<file path="config.mk">
export PLATFORM = sky130hd
export DESIGN_NAME = corefifo_bin_to_gray_wptr_flat
export DESIGN_NICKNAME = d
export VERILOG_FILES = /design/src/rtl/corefifo_pkg.sv /design/src/rtl/corefifo_bin_to_gray_wptr_if.sv /design/src/rtl/corefifo_ptr_sync.sv /design/src/rtl/corefifo_bin_to_gray_wptr.sv /design/src/flat_wrapper.sv
export SDC_FILE = /design/constraint.sdc
export NUM_CORES = 1
export LEC_CHECK = 0
export BUFFER_PORTS_ARGS = -buffer_cell sky130_fd_sc_hd__buf_4
export CORE_ASPECT_RATIO = 1.4
export CORE_MARGIN = 1.5
export CORE_UTILIZATION = 45
export DETAILED_ROUTE_END_ITERATION = 8
export PLACE_DENSITY = 0.72
export REMOVE_ABC_BUFFERS = 1
export SLEW_MARGIN = 10
export SYNTH_ARGS = -nofsm -noshare
export SYNTH_HDL_FRONTEND = slang
export SYNTH_SLANG_ARGS = --single-unit
</file>
<file path="constraint.sdc">
create_clock -name clk -period 2.6 [get_ports clk]
set_clock_uncertainty 0.15 [all_clocks]
set_input_delay 0.13 -clock clk [delete_from_list [all_inputs] [get_ports clk]]
set_output_delay 0.13 -clock clk [all_outputs]
set_load 0.02 [all_outputs]
</file>
<file path="src/rtl/corefifo_pkg.sv">
// Shared CoreFIFO helpers: pointer width, Gray/binary conversion and synchronizer depth limits.
package corefifo_pkg;

  localparam int unsigned SyncStagesMin = 2;
  localparam int unsigned SyncStagesMax = 4;

  // Conversion helpers operate on a wide container; callers zero-extend and truncate.
  localparam int unsigned MaxPtrW = 32;
  typedef logic [MaxPtrW-1:0] ptr_max_t;

  function automatic int unsigned ptr_width(input int unsigned addrwidth);
    return addrwidth + 1;
  endfunction

  function automatic ptr_max_t bin_to_gray(input ptr_max_t bin);
    return bin ^ (bin >> 1);
  endfunction

  function automatic ptr_max_t gray_to_bin(input ptr_max_t gray);
    ptr_max_t bin;
    bin[MaxPtrW-1] = gray[MaxPtrW-1];
    for (int i = MaxPtrW - 2; i >= 0; i--) begin
      bin[i] = bin[i+1] ^ gray[i];
    end
    return bin;
  endfunction

endpackage

</file>
<file path="src/rtl/corefifo_bin_to_gray_wptr_if.sv">
// Write-port bundle of the CoreFIFO write pointer block; slave is the pointer block itself.
interface corefifo_bin_to_gray_wptr_if #(
  parameter int unsigned ADDRWIDTH = 3
);
  logic                 we;
  logic [ADDRWIDTH:0]   rd_gray;
  logic [ADDRWIDTH-1:0] waddr;
  logic [ADDRWIDTH:0]   wr_gray;
  logic                 wr_en_ram;
  logic                 full;
  logic                 afull;
  logic [ADDRWIDTH:0]   wcount;
  logic                 wr_ack;
  logic                 overflow;

  modport master (
    output we, rd_gray,
    input  waddr, wr_gray, wr_en_ram, full, afull, wcount, wr_ack, overflow
  );

  modport slave (
    input  we, rd_gray,
    output waddr, wr_gray, wr_en_ram, full, afull, wcount, wr_ack, overflow
  );
endinterface

</file>
<file path="src/rtl/corefifo_ptr_sync.sv">
// N-stage multi-bit flop synchronizer with synchronous active-low reset (Gray-coded inputs only).
module corefifo_ptr_sync
  import corefifo_pkg::*;
#(
  parameter int unsigned Width  = 4,
  parameter int unsigned Stages = 2
) (
  input  logic             clk,
  input  logic             reset_n,
  input  logic [Width-1:0] d_i,
  output logic [Width-1:0] q_o
);

  if (Stages < SyncStagesMin || Stages > SyncStagesMax) begin : g_bad_stages
    $error("corefifo_ptr_sync: Stages out of legal range");
  end

  logic [Stages-1:0][Width-1:0] sync_q;

  always_ff @(posedge clk) begin
    if (!reset_n) begin
      sync_q <= '0;
    end else begin
      sync_q <= {sync_q[Stages-2:0], d_i};
    end
  end

  assign q_o = sync_q[Stages-1];

endmodule

</file>
<file path="src/rtl/corefifo_bin_to_gray_wptr.sv">
// CoreFIFO write pointer: binary/Gray write pointer, synchronized read pointer, full/count flags.
// Define COREFIFO_AFULL_EN to build the almost-full comparator; otherwise afull is tied low.
module corefifo_bin_to_gray_wptr
  import corefifo_pkg::*;
#(
  parameter int unsigned ADDRWIDTH    = 3,
  parameter int unsigned SYNC_STAGES  = 2,
  parameter int unsigned AFULL_THRESH = 6
) (
  input logic                          clk,
  input logic                          reset_n,
  corefifo_bin_to_gray_wptr_if.slave   bus
);

  localparam int unsigned PtrW = ptr_width(ADDRWIDTH);
  // Full when the write Gray pointer equals the read Gray pointer with its top two bits inverted.
  localparam logic [PtrW-1:0] FullMask = PtrW'(2'b11) << (PtrW - 2);

  if (AFULL_THRESH < 1 || AFULL_THRESH > (1 << ADDRWIDTH)) begin : g_bad_thresh
    $error("corefifo_bin_to_gray_wptr: AFULL_THRESH out of range");
  end

  logic [PtrW-1:0] wbin_q, wbin_d;
  logic [PtrW-1:0] wgray_q, wgray_d;
  logic [PtrW-1:0] wcount_q, wcount_d;
  logic            full_q, full_d;
  logic            afull_q, afull_d;
  logic            ack_q, ovf_q;
  logic            push;
  logic [PtrW-1:0] rgray_s, rbin_s;

  corefifo_ptr_sync #(
    .Width  (PtrW),
    .Stages (SYNC_STAGES)
  ) u_rptr_sync (
    .clk     (clk),
    .reset_n (reset_n),
    .d_i     (bus.rd_gray),
    .q_o     (rgray_s)
  );

  always_comb begin
    push     = bus.we & ~full_q;
    wbin_d   = wbin_q + PtrW'(push);
    wgray_d  = PtrW'(bin_to_gray(ptr_max_t'(wbin_d)));
    rbin_s   = PtrW'(gray_to_bin(ptr_max_t'(rgray_s)));
    wcount_d = wbin_d - rbin_s;
    full_d   = (wgray_d == (rgray_s ^ FullMask));
`ifdef COREFIFO_AFULL_EN
    afull_d  = (int unsigned'(wcount_d) >= AFULL_THRESH);
`else
    afull_d  = 1'b0;
`endif
  end

  always_ff @(posedge clk) begin
    if (!reset_n) begin
      wbin_q   <= '0;
      wgray_q  <= '0;
      wcount_q <= '0;
      full_q   <= 1'b0;
      afull_q  <= 1'b0;
      ack_q    <= 1'b0;
      ovf_q    <= 1'b0;
    end else begin
      wbin_q   <= wbin_d;
      wgray_q  <= wgray_d;
      wcount_q <= wcount_d;
      full_q   <= full_d;
      afull_q  <= afull_d;
      ack_q    <= push;
      ovf_q    <= bus.we & full_q;
    end
  end

  assign bus.waddr     = wbin_q[ADDRWIDTH-1:0];
  assign bus.wr_gray   = wgray_q;
  assign bus.wr_en_ram = bus.we & ~full_q;
  assign bus.full      = full_q;
  assign bus.afull     = afull_q;
  assign bus.wcount    = wcount_q;
  assign bus.wr_ack    = ack_q;
  assign bus.overflow  = ovf_q;

endmodule
</file>
<file path="src/flat_wrapper.sv">
// flat-port wrapper written by rule: the top's interface ports become plain ports
module corefifo_bin_to_gray_wptr_flat import corefifo_pkg::*;
#(
  parameter int unsigned ADDRWIDTH    = 3,
  parameter int unsigned SYNC_STAGES  = 2,
  parameter int unsigned AFULL_THRESH = 6
)
  (clk, reset_n, bus_we, bus_rd_gray, bus_waddr, bus_wr_gray, bus_wr_en_ram, bus_full, bus_afull, bus_wcount, bus_wr_ack, bus_overflow);
  corefifo_bin_to_gray_wptr_if #(.ADDRWIDTH(ADDRWIDTH)) bus_i ();
  input logic clk;
  input logic reset_n;
  input wire logic [$bits(bus_i.we)-1:0] bus_we;
  input wire logic [$bits(bus_i.rd_gray)-1:0] bus_rd_gray;
  output wire logic [$bits(bus_i.waddr)-1:0] bus_waddr;
  output wire logic [$bits(bus_i.wr_gray)-1:0] bus_wr_gray;
  output wire logic [$bits(bus_i.wr_en_ram)-1:0] bus_wr_en_ram;
  output wire logic [$bits(bus_i.full)-1:0] bus_full;
  output wire logic [$bits(bus_i.afull)-1:0] bus_afull;
  output wire logic [$bits(bus_i.wcount)-1:0] bus_wcount;
  output wire logic [$bits(bus_i.wr_ack)-1:0] bus_wr_ack;
  output wire logic [$bits(bus_i.overflow)-1:0] bus_overflow;
  assign bus_i.we = bus_we;
  assign bus_i.rd_gray = bus_rd_gray;
  assign bus_waddr = bus_i.waddr;
  assign bus_wr_gray = bus_i.wr_gray;
  assign bus_wr_en_ram = bus_i.wr_en_ram;
  assign bus_full = bus_i.full;
  assign bus_afull = bus_i.afull;
  assign bus_wcount = bus_i.wcount;
  assign bus_wr_ack = bus_i.wr_ack;
  assign bus_overflow = bus_i.overflow;
  corefifo_bin_to_gray_wptr #(.ADDRWIDTH(ADDRWIDTH), .SYNC_STAGES(SYNC_STAGES), .AFULL_THRESH(AFULL_THRESH)) u_core (.clk(clk), .reset_n(reset_n), .bus(bus_i));
endmodule
</file>
# Yosys cells after proc, flatten, opt, wreduce, memory -nomap -nowiden
# Cells that the tools add are included.
word_totals:
  elab_cells: 19
  input_bits: 7
  out_inout_bits: 16
  register_bits: 23
op_classes:
  addsub: 2
  n_eq_ne: 1
  bitwise: 8
ops:
  columns: ["cell", "n"]
  rows:
  - ["adder 4 x 1 -> 4 bit", 1]
  - ["== test 4 bit", 1]
  - ["subtractor 4 bit", 1]
  - ["XOR 4 x 3 -> 4 bit", 1]
  - ["XOR 1 bit", 3]
  - ["AND 1 bit", 2]
  - ["NOT 2 bit", 1]
  - ["NOT 1 bit", 1]

# Depth between registers and ports, before layout
logic_depth:
  ltp_word: 5
  mapped_depth: 9
  mapped_depth_nobuf: 9

# Cells and area by module
# From an unflattened synthesis, not the netlist that was laid out.
unflattened:
  hier_cells: 86
  area_unflattened_um2: 917.1
by_module_without_submodules:
  columns: ["module", "cells_per_inst", "n_inst", "area_each_um2", "seq_area_each_um2"]
  rows:
  - ["corefifo_bin_to_gray_wptr", 66, 1, 676.9, 280.3]
  - ["corefifo_ptr_sync", 20, 1, 240.2, 160.2]

# Worst setup path before layout
# No wires, ideal clock.
synth_timing:
  kind: "reg2reg"
  start: "register u_core.full_q, in the netlist u_core.bus.full"
  end: "register u_core.wcount_q[3], in the netlist u_core.bus.wcount[3]"
  t_required_ps: 2327
  period_less_slack_ps: 2841
  path_stages_with_launch: 9
  arrival_ps: 2568
  setup_slack_ps: -241
  path_cell_list: "dfxtp_1 nor2b_1 ha_1 ha_1 ha_1 a21o_1 maj3_2 mux2i_1 mux2_1"
synth_between:
  elab_chain_cells: 4
synth_rtl:
  columns: ["item", "line_no", "rtl"]
  rows:
  - ["start: declaration", "corefifo_bin_to_gray_wptr.sv:26", "logic full_q, full_d;"]
  - ["start signal: assignment", "corefifo_bin_to_gray_wptr.sv:69", "full_q <= full_d;"]
  - ["NOT 1 bit", null, null]
  - ["AND 1 bit", null, null]
  - ["net bus_wr_en_ram", "flat_wrapper.sv:16", "output wire logic [$bits(bus_i.wr_en_ram)-1:0] bus_wr_en_ram;"]
  - ["adder 4 x 1 -> 4 bit", "corefifo_bin_to_gray_wptr.sv:44", "wbin_d = wbin_q + PtrW'(push);"]
  - ["net u_core.wbin_d[1]", "corefifo_bin_to_gray_wptr.sv:23", "logic [PtrW-1:0] wbin_q, wbin_d;"]
  - ["subtractor 4 bit", "corefifo_bin_to_gray_wptr.sv:47", "wcount_d = wbin_d - rbin_s;"]
  - ["end signal: assignment", "corefifo_bin_to_gray_wptr.sv:68", "wcount_q <= wcount_d;"]
  - ["end: declaration", "corefifo_bin_to_gray_wptr.sv:25", "logic [PtrW-1:0] wcount_q, wcount_d;"]
# The timed path passes the listed nets, and every way through them passes these cells.
# A chain may end at the register's enable or synchronous reset.

# Worst setup path in the final report
layout_timing:
  start: "register u_core.full_q, in the netlist u_core.bus.full"
  end: "register u_core.wcount_q[3], in the netlist u_core.bus.wcount[3]"
layout_between:
  elab_chain_cells: 4
layout_rtl:
  columns: ["item", "line_no", "rtl"]
  rows:
  - ["NOT 1 bit", "corefifo_bin_to_gray_wptr.sv:43", "push = bus.we & ~full_q;"]
  - ["AND 1 bit", "corefifo_bin_to_gray_wptr.sv:43", null]
  - ["adder 4 x 1 -> 4 bit", "corefifo_bin_to_gray_wptr.sv:44", null]
  - ["net u_core.wbin_d[1]", "corefifo_bin_to_gray_wptr.sv:23", null]
  - ["subtractor 4 bit", "corefifo_bin_to_gray_wptr.sv:47", null]
# The timed path passes the listed nets, and every way through them passes these cells.

==> flow_summary.json <==
{
  "status": "completed",
  "ant_nets": 0,
  "clock_path_buffers": 2,
  "clk_latency_ps": 310,
  "routed_via_density": 4.618,
  "hold_viol": 0,
  "track_usage_pct": 15.05,
  "rsz0062_at_grt": "no",
  "cp.required_ps": 2660,
  "yosysTopAreaCell": "dfxtp_1",
  "synthCells": 83,
  "fin_ws_ps": 92.83,
  "drv_slew": 0,
  "ys_seq_area_share_pct": 49.72,
  "r2r-start": "u_core.bus.full$_SDFF_PN0_",
  "end_kind": "flop",
  "globalplace.congestion": 0.8020,
  "diodes": 0,
  "area.growth.synth_to_final_pct": 38.28,
  "rrSetupSlack_ps": 90,
  "overflow": 0,
  "crit_path_start": "u_core.bus.full$_SDFF_PN0_",
  "numPlacedInstances": 124,
  "maxCapViolations": 0,
  "die_area_mm2": 0.002248,
  "crit_path_max_incr_delay_ps": 360,
  "min_to": "u_core.wbin_q[0]$_SDFF_PN0_",
  "fin_util_pct": 67.99,
  "period_share_pct": 96.43,
  "synth.avg_cell_area_um2": 10.67,
  "wl_per_cell_um": 10.90,
  "grt_pass1_vias": 553,
  "die_w_um": 40.50,
  "synth_top_area_share_pct": 49.72,
  "synth_cell_types": 24,
  "drc": 0,
  "arrival_ps": 2570,
  "cts_tree": "yes",
  "hold_class": "primary input to flop",
  "vdd_ir_drop_max_mv": 0.4580,
  "wl_um": 1482,
  "worstHoldStart": "bus_we",
  "finalNetCount": 129,
  "drt_iter0_markers": 1,
  "cts_inserted_buffers": 3,
  "fmax_ghz": 0.3989,
  "die_h_um": 55.50,
  "final_cells": 136,
  "timing.rr.end": "u_core.bus.wcount[3]$_SDFF_PN0_",
  "layout-drive-gt1-share_pct": 31.90,
  "path_max_fanout": 4,
  "leakage_nw": 0.5708,
  "grt_pass1_wl_um": 2318,
  "hold_depth": 5,
  "n_fill_cell": 140,
  "grt_antenna_before_repair": 0,
  "ys_seq_elements": 22,
  "h-tree-depth": 1,
  "rr_worst_depth": 8,
  "grt_max_degree": 19,
  "syn-cell-area_um2": 885.9,
  "cp-start-kind": "flop",
  "initial_core_util_pct": 49.17,
  "yosys_warnings": 0,
  "power.density_mw_per_mm2": 673.2,
  "crit_top_cell": "ha_1",
  "critPathSlowestCell": "dfxtp_2",
  "crit_chain": "nor2b_2 -> ha_2 -> ha_1 -> ha_1 -> a21o_1 -> maj3_2 -> mux2i_1 -> mux2_1",
  "preCtsSetupSlack_ps": 21.16,
  "fp-row-count": 18,
  "cts_num_sinks": 22,
  "hold_slack_ps": 252.5,
  "vias": 628,
  "core_mm2": 0.001802,
  "post-dp-hpwl_um": 1088,
  "cts_root_buf": "clkbuf_4",
  "clkTransAtPathRegs_ps": 120,
  "first_pass_iters": 4,
  "synth_area_leaders": "dfxtp_1 50%, and2_1 9.9%, xnor2_1 8.9%",
  "layout_min_cycle_time_ps": 2507,
  "p_total_uw": 824.6,
  "io_buffers": 21,
  "finalSetupViolCount": 0,
  "path_class": "flop to flop",
  "pin_count": 23
}
==> per-layer routing <==
metal	track usage [%]	wire, um	share of wire, %
met1	15.38	589	40
met2	26.08	790	53
met3	2.410	61	4.1
met4	8.571	40	2.7
met5	0	0	0
==> where the power goes <==
group          total (mW)  internal (mW)  leakage [nW]  switching, mW
registers           0.375          0.364         0.182         0.0110
logic               0.191         0.0983         0.361         0.0929
clock network       0.258          0.156        0.0279          0.102
total               0.825          0.618         0.571          0.206
==> worst max path at each step <==
stage,end,slack (ps),cells past startpoint
global route,u_core.bus.wcount[3]$_SDFF_PN0_,3,8
global placement,u_core.bus.wcount[3]$_SDFF_PN0_,90,8
floorplan,u_core.bus.wcount[3]$_SDFF_PN0_,-240,8
CTS,u_core.bus.wcount[3]$_SDFF_PN0_,8,8
detailed placement,u_core.bus.wcount[3]$_SDFF_PN0_,20,9
finish,u_core.bus.wcount[3]$_SDFF_PN0_,90,8
==> repair_timing <==
action	4_1_cts	5_1_grt
buffers inserted	0	1
hold endpoints to repair	8	0
pin swaps	0	1
gates resized for setup	1	5
hold buffers	7	0
setup endpoints to repair	1	1
==> state kept, by name, indices dropped and copies added (netlist names) <==
| register | count |
|---|---|
| u_core.bus.full | 1 |
| u_core.bus.overflow | 1 |
| u_core.bus.wcount | 4 |
| u_core.bus.wr_ack | 1 |
| u_core.bus.wr_gray | 4 |
| u_core.u_rptr_sync.q_o | 4 |
| u_core.u_rptr_sync.sync_q | 4 |
| u_core.wbin_q | 3 |
==> critical path, delay by kind of cell, from the launching register on <==
kind	cells	cell delay, ps
adder cells (fa/ha/maj)	4	1080
multiplexers	2	500
flip-flops	1	360
AO/OA/AOI/OAI	1	190
AND/OR/NAND/NOR	1	130
==> cells in the mapped netlist <==
cell,number
ha_1,4
xnor2_2,1
and2_1,14
clkbuf_1,1
nor2_1,7
a21o_1,1
buf_4,1
nor2b_1,1
nand3_1,2
a21boi_0,1
mux2_1,1
and3_1,1
xor2_1,5
maj3_1,1
nand2_1,2
inv_1,3
xnor2_1,9
maj3_2,1
dfxtp_1,22
mux2i_1,1
a21oi_1,1
conb_1,1
fa_1,1
inv_2,1
==> through the flow <==
step / cell area [um2] / setup TNS [ps]
5_1_grt: 1225 / 0
3_3_place_gp: 1072 / 0
2_1_floorplan: 874.6 / -241.0
6_report: 1225 / 0
3_5_place_dp: 1072 / 0
4_1_cts: 1202 / 0
==> logic make-up (layout without fill, tap and decap cells) <==
logic type	count (synthesis)	count (layout)	synth area share [%]
multiplexers	2	2	2.401
adder cells (fa/ha/maj)	7	7	10.31
AO/OA/AOI/OAI	3	3	2.260
buffers and inverters	6	39	2.966
AND/OR/NAND/NOR	27	27	16.24
flip-flops	22	22	49.72
other	1	1	0.4233
XOR/XNOR	15	15	15.68
==> cell type report <==
class / count / area (um2) / area share [%]
clock buffer: 3 / 22.52 / 1.839
clock inverter: 1 / 30.03 / 2.451
inverter: 4 / 15.01 / 1.226
multi-input combinational: 55 / 439.2 / 35.85
sequential: 22 / 442.9 / 36.16
tap: 20 / 25.02 / 2.043
timing repair buffer: 31 / 250.2 / 20.43
==> layout by cell type (no fill, tap or decap), drive strengths merged, types with 2 or more instances in the layout <==
cell type / n
and2: 14
buf: 24
clkbuf: 3
dfxtp: 22
dlygate4sd3: 7
ha: 4
inv: 4
maj3: 2
nand2: 2
nand3: 2
nor2: 7
xnor2: 10
xor2: 5
Power figures use the tool's default switching activity.
